--- config.mk ---
export PLATFORM = sky130hd
export DESIGN_NAME = spifi_mem_arb
export DESIGN_NICKNAME = d
export VERILOG_FILES = /design/src/rtl/spifi_arb_pkg.sv /design/src/rtl/spifi_arb_hold.sv /design/src/rtl/spifi_mem_arb.sv
export SDC_FILE = /design/constraint.sdc
export NUM_CORES = 1
export LEC_CHECK = 0
export CAP_MARGIN = 0
export CORE_MARGIN = 10
export CORE_UTILIZATION = 43
export DETAILED_ROUTE_END_ITERATION = 12
export PLACE_DENSITY_LB_ADDON = 0.08
export SLEW_MARGIN = 20
export SYNTH_ARGS = -nofsm -noshare
export SYNTH_HDL_FRONTEND = slang
export SYNTH_SLANG_ARGS = --single-unit
--- constraint.sdc ---
create_clock -name i_hclk -period 6.5 [get_ports i_hclk]
set_input_delay 1.95 -clock i_hclk [delete_from_list [all_inputs] [get_ports i_hclk]]
set_output_delay 1.95 -clock i_hclk [all_outputs]
set_load 0.02 [all_outputs]
--- src/rtl/spifi_arb_pkg.sv ---
// Shared types for the two-master AHB arbiter: htrans codes, master index,
// and the address/control bundle that the holding registers store.
package spifi_arb_pkg;

    typedef enum logic [1:0] {
        HTRANS_IDLE   = 2'b00,
        HTRANS_BUSY   = 2'b01,
        HTRANS_NONSEQ = 2'b10,
        HTRANS_SEQ    = 2'b11
    } htrans_e;

    typedef enum logic {
        MST_M0 = 1'b0,
        MST_M1 = 1'b1
    } mst_e;

    typedef struct packed {
        logic [31:0] haddr;
        logic        hwrite;
        logic [2:0]  hsize;
        logic [2:0]  hburst;
        logic [3:0]  hprot;
        logic [1:0]  htrans;
        logic        hmastlock;
    } ahb_ctrl_t;

    localparam int CTRL_W = $bits(ahb_ctrl_t);

    // The address-phase owner may not be switched away while it is inside a
    // burst or holding the bus lock.
    function automatic logic in_burst(input logic [1:0] htrans, input logic lock);
        return (htrans == HTRANS_SEQ) || (htrans == HTRANS_BUSY) || lock;
    endfunction

endpackage

--- src/rtl/spifi_arb_hold.sv ---
// Per-master holding register: parks an address phase the slave has not yet
// taken, and raises pending until the arbiter presents and retires it.
module spifi_arb_hold
    import spifi_arb_pkg::*;
(
    input  logic              clk,
    input  logic              rst,
    input  logic              i_capture,
    input  logic              i_accept,
    input  logic [CTRL_W-1:0] i_ctrl,
    output logic              o_pending,
    output logic [CTRL_W-1:0] o_ctrl
);

    logic              pend_q, pend_d;
    logic [CTRL_W-1:0] ctrl_q, ctrl_d;

    always_comb begin
        pend_d = pend_q;
        ctrl_d = ctrl_q;
        if (i_accept) begin
            pend_d = 1'b0;
        end else if (i_capture) begin
            pend_d = 1'b1;
            ctrl_d = i_ctrl;
        end
    end

    always_ff @(posedge clk or posedge rst) begin
        if (rst) begin
            pend_q <= 1'b0;
            ctrl_q <= '0;
        end else begin
            pend_q <= pend_d;
            ctrl_q <= ctrl_d;
        end
    end

    assign o_pending = pend_q;
    assign o_ctrl    = ctrl_q;

endmodule

--- src/rtl/spifi_mem_arb.sv ---
// Two-master to one-slave AHB-Lite arbiter in front of the SPIFI memory port;
// combinational grant so an uncontended master sees no added latency.
module spifi_mem_arb
    import spifi_arb_pkg::*;
#(
    parameter int RR_EN = 1
) (
    input  logic        i_hclk,
    input  logic        i_hreset,
    input  logic        i_hsel_m0,
    input  logic [31:0] i_haddr_m0,
    input  logic        i_hwrite_m0,
    input  logic [2:0]  i_hsize_m0,
    input  logic [2:0]  i_hburst_m0,
    input  logic [3:0]  i_hprot_m0,
    input  logic [1:0]  i_htrans_m0,
    input  logic        i_hmastlock_m0,
    input  logic        i_hready_m0,
    input  logic [31:0] i_hwdata_m0,
    output logic        o_hready_m0,
    output logic        o_hresp_m0,
    output logic [31:0] o_hrdata_m0,
    input  logic        i_hsel_m1,
    input  logic [31:0] i_haddr_m1,
    input  logic        i_hwrite_m1,
    input  logic [2:0]  i_hsize_m1,
    input  logic [2:0]  i_hburst_m1,
    input  logic [3:0]  i_hprot_m1,
    input  logic [1:0]  i_htrans_m1,
    input  logic        i_hmastlock_m1,
    input  logic        i_hready_m1,
    input  logic [31:0] i_hwdata_m1,
    output logic        o_hready_m1,
    output logic        o_hresp_m1,
    output logic [31:0] o_hrdata_m1,
    output logic        o_hsel_sl,
    output logic [31:0] o_haddr_sl,
    output logic        o_hwrite_sl,
    output logic [2:0]  o_hsize_sl,
    output logic [2:0]  o_hburst_sl,
    output logic [3:0]  o_hprot_sl,
    output logic [1:0]  o_htrans_sl,
    output logic        o_hmastlock_sl,
    output logic        o_hready_i_sl,
    output logic [31:0] o_hwdata_sl,
    input  logic        i_hready_o_sl,
    input  logic        i_hresp_sl,
    input  logic [31:0] i_hrdata_sl
);

    ahb_ctrl_t [1:0]             live, eff;
    logic      [1:0][CTRL_W-1:0] held;
    logic      [1:0]             hsel, hready_m, valid, pend, req;
    logic      [1:0]             capture, accept, gnt_oh, own_oh;
    mst_e                        gnt_q, gnt_d, last_q, last_d, dp_own_q, dp_own_d;
    logic                        dp_act_q, dp_act_d, arb_free, sl_act;
    ahb_ctrl_t                   ctrl_sl;

    assign hsel     = {i_hsel_m1, i_hsel_m0};
    assign hready_m = {i_hready_m1, i_hready_m0};

    always_comb begin
        live[0].haddr     = i_haddr_m0;
        live[0].hwrite    = i_hwrite_m0;
        live[0].hsize     = i_hsize_m0;
        live[0].hburst    = i_hburst_m0;
        live[0].hprot     = i_hprot_m0;
        live[0].htrans    = i_htrans_m0;
        live[0].hmastlock = i_hmastlock_m0;
        live[1].haddr     = i_haddr_m1;
        live[1].hwrite    = i_hwrite_m1;
        live[1].hsize     = i_hsize_m1;
        live[1].hburst    = i_hburst_m1;
        live[1].hprot     = i_hprot_m1;
        live[1].htrans    = i_htrans_m1;
        live[1].hmastlock = i_hmastlock_m1;
        for (int m = 0; m < 2; m++) begin
            eff[m]   = pend[m] ? ahb_ctrl_t'(held[m]) : live[m];
            valid[m] = hsel[m] & live[m].htrans[1] & hready_m[m];
        end
    end

    assign req = pend | valid;

    // A parked request always wins over the live bus of the same master,
    // because that master has already moved on to its data phase.
    assign arb_free = i_hready_o_sl
                    & ~((pend[gnt_q] | hsel[gnt_q])
                        & in_burst(eff[gnt_q].htrans, eff[gnt_q].hmastlock));

    always_comb begin
        gnt_d  = gnt_q;
        last_d = last_q;
        if (arb_free && (req != 2'b00)) begin
            if (req == 2'b11) begin
                gnt_d = ((RR_EN != 0) && (last_q == MST_M0)) ? MST_M1 : MST_M0;
            end else begin
                gnt_d = req[1] ? MST_M1 : MST_M0;
            end
            last_d = gnt_d;
        end
    end

    assign gnt_oh  = {gnt_d == MST_M1, gnt_d == MST_M0};
    // A granted master is parked too if the slave stalls, since its own
    // HREADY may already have let it advance.
    assign capture = valid & ~pend & ~(gnt_oh & {2{i_hready_o_sl}});
    assign accept  = pend & gnt_oh & {2{i_hready_o_sl}};

    for (genvar m = 0; m < 2; m++) begin : g_hold
        spifi_arb_hold u_hold (
            .clk       (i_hclk),
            .rst       (i_hreset),
            .i_capture (capture[m]),
            .i_accept  (accept[m]),
            .i_ctrl    (live[m]),
            .o_pending (pend[m]),
            .o_ctrl    (held[m])
        );
    end

    always_comb begin
        ctrl_sl = eff[gnt_d];
        sl_act  = ~i_hreset
                & (pend[gnt_d] | (hsel[gnt_d] & (ctrl_sl.htrans != HTRANS_IDLE)));
    end

    assign o_hsel_sl      = sl_act;
    assign o_htrans_sl    = sl_act ? ctrl_sl.htrans : HTRANS_IDLE;
    assign o_haddr_sl     = ctrl_sl.haddr;
    assign o_hwrite_sl    = ctrl_sl.hwrite;
    assign o_hsize_sl     = ctrl_sl.hsize;
    assign o_hburst_sl    = ctrl_sl.hburst;
    assign o_hprot_sl     = ctrl_sl.hprot;
    assign o_hmastlock_sl = ctrl_sl.hmastlock;
    assign o_hready_i_sl  = i_hready_o_sl;

    always_comb begin
        dp_own_d = dp_own_q;
        dp_act_d = dp_act_q;
        if (i_hready_o_sl) begin
            dp_own_d = gnt_d;
            dp_act_d = o_hsel_sl & o_htrans_sl[1];
        end
    end

    always_ff @(posedge i_hclk or posedge i_hreset) begin
        if (i_hreset) begin
            gnt_q    <= MST_M0;
            last_q   <= MST_M1;
            dp_own_q <= MST_M0;
            dp_act_q <= 1'b0;
        end else begin
            gnt_q    <= gnt_d;
            last_q   <= last_d;
            dp_own_q <= dp_own_d;
            dp_act_q <= dp_act_d;
        end
    end

    assign own_oh      = {dp_own_q == MST_M1, dp_own_q == MST_M0} & {2{dp_act_q}};
    assign o_hwdata_sl = (dp_own_q == MST_M1) ? i_hwdata_m1 : i_hwdata_m0;

    assign o_hready_m0 = own_oh[0] ? i_hready_o_sl : ~pend[0];
    assign o_hresp_m0  = own_oh[0] & i_hresp_sl;
    assign o_hrdata_m0 = i_hrdata_sl;
    assign o_hready_m1 = own_oh[1] ? i_hready_o_sl : ~pend[1];
    assign o_hresp_m1  = own_oh[1] & i_hresp_sl;
    assign o_hrdata_m1 = i_hrdata_sl;

endmodule

# [After elaboration in Yosys (flattened, before gate mapping)]
# Cells that the tools add are included.
[totals] regBits=98 in_bits=196
[classes] n_lt_le_gt_ge=2 n_eq_ne=3 n_mux=26 n_bitwise=30 reduce_logical=9
[op_table] operator="$mux 46" n=4
[op_table] operator="$mux 32" n=1
[op_table] operator="$mux 1" n=18
[op_table] operator="$and 2x2->2" n=6
[op_table] operator="$and 1x1->1" n=11
[op_table] operator="$not 1->1" n=8
[op_table] operator="$reduce_bool 2->1" n=4
[op_table] operator="$mux 3" n=2
[op_table] operator="$eq 2x2->1 const B" n=2
[op_table] operator="$lt 1x2->1 const B" n=2
[op_table] operator="$not 2->2" n=2
[op_table] operator="$reduce_and 2->1" n=2
[op_table] operator="$eq 2x1->1 const B" n=1
[op_table] operator="$logic_or 1x1->1" n=2
[op_table] operator="$mux 2" n=1
[op_table] operator="$or 1x1->1" n=2
[op_table] operator="$or 2x2->2" n=1
[op_table] operator="$logic_and 1x1->1" n=1

# [Longest topological paths before layout]
[logic_depth] word_depth=19 ltp_mapped=8 depth_no_buf=6

# [By module]
# Synthesis repeated with hierarchy kept, for this count alone.
[hier_totals] hier_cells=573 area_unflattened_um2=6677.7
[modules_own_cells] mod="spifi_arb_hold" instances=2 cells_per_inst=102 area_per_inst_um2=1969.4 seq_area_each_um2=1176.1
[modules_own_cells] mod="spifi_mem_arb" instances=1 cells_per_inst=369 area_per_inst_um2=2738.9 seq_area_each_um2=101.3

# [Worst setup path before layout]
# OpenSTA, ideal clock, no wires.
[synth_path] path_kind="input to output" startpoint="input i_hmastlock_m1" endpoint="output o_haddr_sl[13]" t_arrival_ns=3.706 required_time_ns=4.550 slack_ns=0.844 path_stages=7 n_path_buf=2 path_cell_list="o21a_1 > o221ai_1 > and3_4 > mux2_2 > buf_4 > buf_4 > mux2i_1"
[synth_between] elab_chain_len=11
[synth_rtl] item="start, declared" line="spifi_mem_arb.sv:30" text="input logic i_hmastlock_m1,"
[synth_rtl] item="$mux 46" line="spifi_mem_arb.sv:78" text="eff[m] = pend[m] ? ahb_ctrl_t'(held[m]) : live[m];"
[synth_rtl] item="$mux 3 (not written as such) (2 in series)" line="spifi_mem_arb.sv:89" text="& in_burst(eff[gnt_q].htrans, eff[gnt_q].hmastlock));"
[synth_rtl] item="$logic_or 1x1->1" line="spifi_arb_pkg.sv:32" text="return (htrans == HTRANS_SEQ) || (htrans == HTRANS_BUSY) || lock;"
[synth_rtl] item="$and 1x1->1" line="spifi_mem_arb.sv:89"
[synth_rtl] item="$not 1->1" line="spifi_mem_arb.sv:88" text="& ~((pend[gnt_q] | hsel[gnt_q])"
[synth_rtl] item="$and 1x1->1" line="spifi_mem_arb.sv:88"
[synth_rtl] item="$logic_and 1x1->1" line="spifi_mem_arb.sv:94" text="if (arb_free && (req != 2'b00)) begin"
[synth_rtl] item="$mux 1" line="spifi_mem_arb.sv:94"
[synth_rtl] item="$mux 46 (not written as such) (2 in series)" line="spifi_mem_arb.sv:123" text="ctrl_sl = eff[gnt_d];"
[synth_rtl] item="end, declared" line="spifi_mem_arb.sv:37" text="output logic [31:0] o_haddr_sl,"
# No other way between the ends. The select of a mux whose other input is x is not followed.

# [Worst setup path after layout]
[layout_path] startpoint="input i_hmastlock_m1" endpoint="output o_hburst_sl[1]"
[layout_between] elab_chain_len=11
[layout_rtl] item="$mux 46" line="spifi_mem_arb.sv:78"
[layout_rtl] item="$mux 3 (not written as such) (2 in series)" line="spifi_mem_arb.sv:89"
[layout_rtl] item="$logic_or 1x1->1" line="spifi_arb_pkg.sv:32"
[layout_rtl] item="$and 1x1->1" line="spifi_mem_arb.sv:89"
[layout_rtl] item="$not 1->1" line="spifi_mem_arb.sv:88"
[layout_rtl] item="$and 1x1->1" line="spifi_mem_arb.sv:88"
[layout_rtl] item="$logic_and 1x1->1" line="spifi_mem_arb.sv:94"
[layout_rtl] item="$mux 1" line="spifi_mem_arb.sv:94"
[layout_rtl] item="$mux 46 (not written as such) (2 in series)" line="spifi_mem_arb.sv:123"
[layout_rtl] item="end, declared" line="spifi_mem_arb.sv:40" text="output logic [2:0] o_hburst_sl,"
# No other way between the ends. The select of a mux whose other input is x is not followed.

==> results.cfg <==
[sta]
worst_pin_slew_ns = 0.8479
period_needed_ns = 6.298
relSlewSlack = 0.4347
holdWs_ns = 0.4711
worst_slack_ns = 0.2019
setup_tns_ns = 0
fin_crit_sh = 0.9689
clock_skew_ns = 0.006763
slew_violations = 0
max_freq_mhz = 158.8
hold_viol = 0
setup_violations = 0
rsz0062_at_grt = no

[setup_path]
critPathMaxFanout = 17
critPathBufInv = 3
path_delay_family = buffers and inverters
critical_path.slowest_cell = mux2_2
worst_ep_required_time_ns = 4.55
crit_type = in2out
worst_setup_path_end_kind = output port
cp-start-kind = primary input
cp.arrival_ns = 4.35
worstPathCellList = clkdlybuf4s50_1 -> o21a_1 -> o221ai_1 -> and3_4 -> mux2_2 -> buf_12 -> mux2i_1 -> dlygate4sd2_1
cpPeakStageDelay_ns = 0.44

[clocking]
cts-root-buf = clkbuf_16
clock_latency_ns = 0.35
cts_setup_buffers = 0
cts.clk_slew.worst_paths_ns = 0.07
cts.htree.levels = 3
cts_tree = yes
clkSinkCount = 98
cts-buffers-inserted = 9
clk_path_buf_depth = 2
hold_buffers = 0

[layout]
area_growth_pct = 43.27
layout.nets = 901
final_cell_mix = clkdlybuf4s50_1 (200), mux2i_1 (133), mux2_2 (121)
drive_above_1_share = 0.2423
fin_area_um2 = 8924
fin_cells = 891
final_common_cell = clkdlybuf4s50_1

[global_routing]
grt_pass1_vias = 5190
grt_antenna_before_repair = 1
grt.total_usage = 0.2124
grt_pass1_wl_mm = 32.22
grt_max_degree = 64
grt-ovfl-total = 0

[yosys]
synth_nets = 714
synth_cells = 518
synthMuxAreaShare = 0.4415
synth.cell_area_um2 = 6228
ys_ff_latch = 98
synthAdderAreaFrac = 0
yosys_warnings = 0
postSynthAreaPerCell_um2 = 12.02
synth-xor-area-share = 0
synth-simple-area-share = 0.02571
synth_compound_area_frac = 0.03074
synthDistinctLibCells = 33
synth_top_family_by_area = multiplexers
yosysSeqAreaShare = 0.3939

[routing]
first_iter_violations = 207
vias_per_cell = 5.339
first_pass_iters = 4
wl_per_cell_um = 24.81
via_count = 4757
wirelength_mm = 22.11
drtAntennaViolNets = 0
drc = 0

[placement]
numPlacedInstances = 874
place_congestion = 0.8641
numPortBuffers = 247
hpwl_mm = 17.43
place_ws_ns = -0.06962
place_area_um2 = 8512

[die]
fp.dieH_um = 140.4
die-area_um2 = 19700
rows = 43
die_w_um = 140.4
initial_core_util = 0.4436
pin_count = 344
core_um2 = 14040

[power]
p_per_area_nw_per_um2 = 421.1
intPower_uw = 2324
vdd_drop_max_uv = 218.9
leakage_uw = 0.004188
power_frac_clock = 0.146
p_seq_frac = 0.290
combPwrFrac = 0.564
power_switching_uw = 1434
p_sw_frac = 0.3815

[outcome]
status = finished clean

[hold_path]
hp-class = reg2reg

[flow_run]
drv_cap = 0
==> synthesized netlist by cell type <==
master	count	area [um^2]
buf_2	7	35.03
buf_4	69	518.0
inv_1	5	18.77
mux2_2	121	1363
o221ai_1	1	8.760
or3_1	1	6.260
buf_1	4	15.01
and3_4	1	11.26
clkbuf_1	11	41.29
nor3b_1	1	7.510
dfrtp_1	97	2427
o21ai_2	1	8.760
a41oi_1	1	8.760
nor2b_1	1	6.260
mux2i_1	133	1331
nand2_1	8	30.03
nand2b_1	3	18.77
a311oi_1	1	8.760
a21oi_1	13	65.06
mux2_1	5	56.30
o21ba_2	1	10.01
a31oi_1	2	12.51
and3_1	1	6.260
dfstp_2	1	26.28
o21ai_0	5	25.02
a211oi_4	1	20.02
o31ai_1	1	7.510
or2_2	1	6.260
buf_6	4	45.04
a211o_1	1	8.760
nand3_1	9	45.04
nor2_1	6	22.52
o21a_1	1	7.510
==> path summary, 6_finish.rpt <==
path,startpoint,end,slack [ns],cells after the start
hold / removal,g_hold[1].u_hold.o_ctrl[2],g_hold[1].u_hold.o_ctrl[2],0.47,1
hold reg to reg,g_hold[1].u_hold.o_ctrl[2],g_hold[1].u_hold.o_ctrl[2],0.47,1
setup / recovery,i_hmastlock_m1,o_hburst_sl[1],0.20,8
min in group asynchronous,i_hreset,g_hold[1].u_hold.o_ctrl[2],2.35,2
max in group asynchronous,i_hreset,g_hold[0].u_hold.o_ctrl[26],3.17,3
setup reg to reg,g_hold[0].u_hold.o_pending,g_hold[1].u_hold.o_ctrl[44],3.43,7
==> power groups by stage <==
stage | sequential, uW | clock [uW] | combinational (uW)
floorplan | 1030 | 0 | 1400
global placement | 1080 | 0 | 2160
detailed placement | 1100 | 0 | 2180
CTS | 1090 | 560 | 2180
global route | 1130 | 585 | 2260
finish | 1090 | 547 | 2120
==> per-stage QoR <==
| step | total power, uW | utilization |
|---|---|---|
| floorplan | 2428 | - |
| global placement | 3233 | 0.6062 |
| detailed placement | 3282 | 0.6062 |
| CTS | 3833 | 0.6278 |
| global route | 3976 | 0.6355 |
| finish | 3758 | 0.6355 |
==> kinds of logic after synthesis <==
group	count (synthesis)
multiplexers	259
buffers and inverters	100
flip-flops	98
AND/OR/NAND/NOR	32
AO/OA/AOI/OAI	29
==> cell type report <==
cell class                 count  area [um^2]
clock buffer                  10        239.0
tap                          180        225.2
multi-input combinational    320         3115
fill                        1116         5119
sequential                    98         2456
antenna                        1        2.502
clock inverter                 6        63.81
timing repair buffer         271         2800
inverter                       5        21.27
==> per-layer routing <==
layer,up-vias,part of all wire,track usage
li1,2170,-,-
met1,2307,0.39,0.2381
met5,-,0,0
met2,242,0.49,0.3505
met3,38,0.096,0.09026
met4,0,0.030,0.07989
==> sequential cells by signal (all words and copies together) (netlist names) <==
name / cells
g_hold.u_hold.o_ctrl: 92
gnt_q: 1
g_hold.u_hold.o_pending: 2
dp_act_q: 1
last_q: 1
dp_own_q: 1
==> repair_timing <==
action / in CTS / in global routing
hold endpoints to repair: 0 / 0
gates resized for setup: 5 / 42
setup endpoints to repair: 5 / 42
No activity file was read; power rests on OpenSTA's default activity.
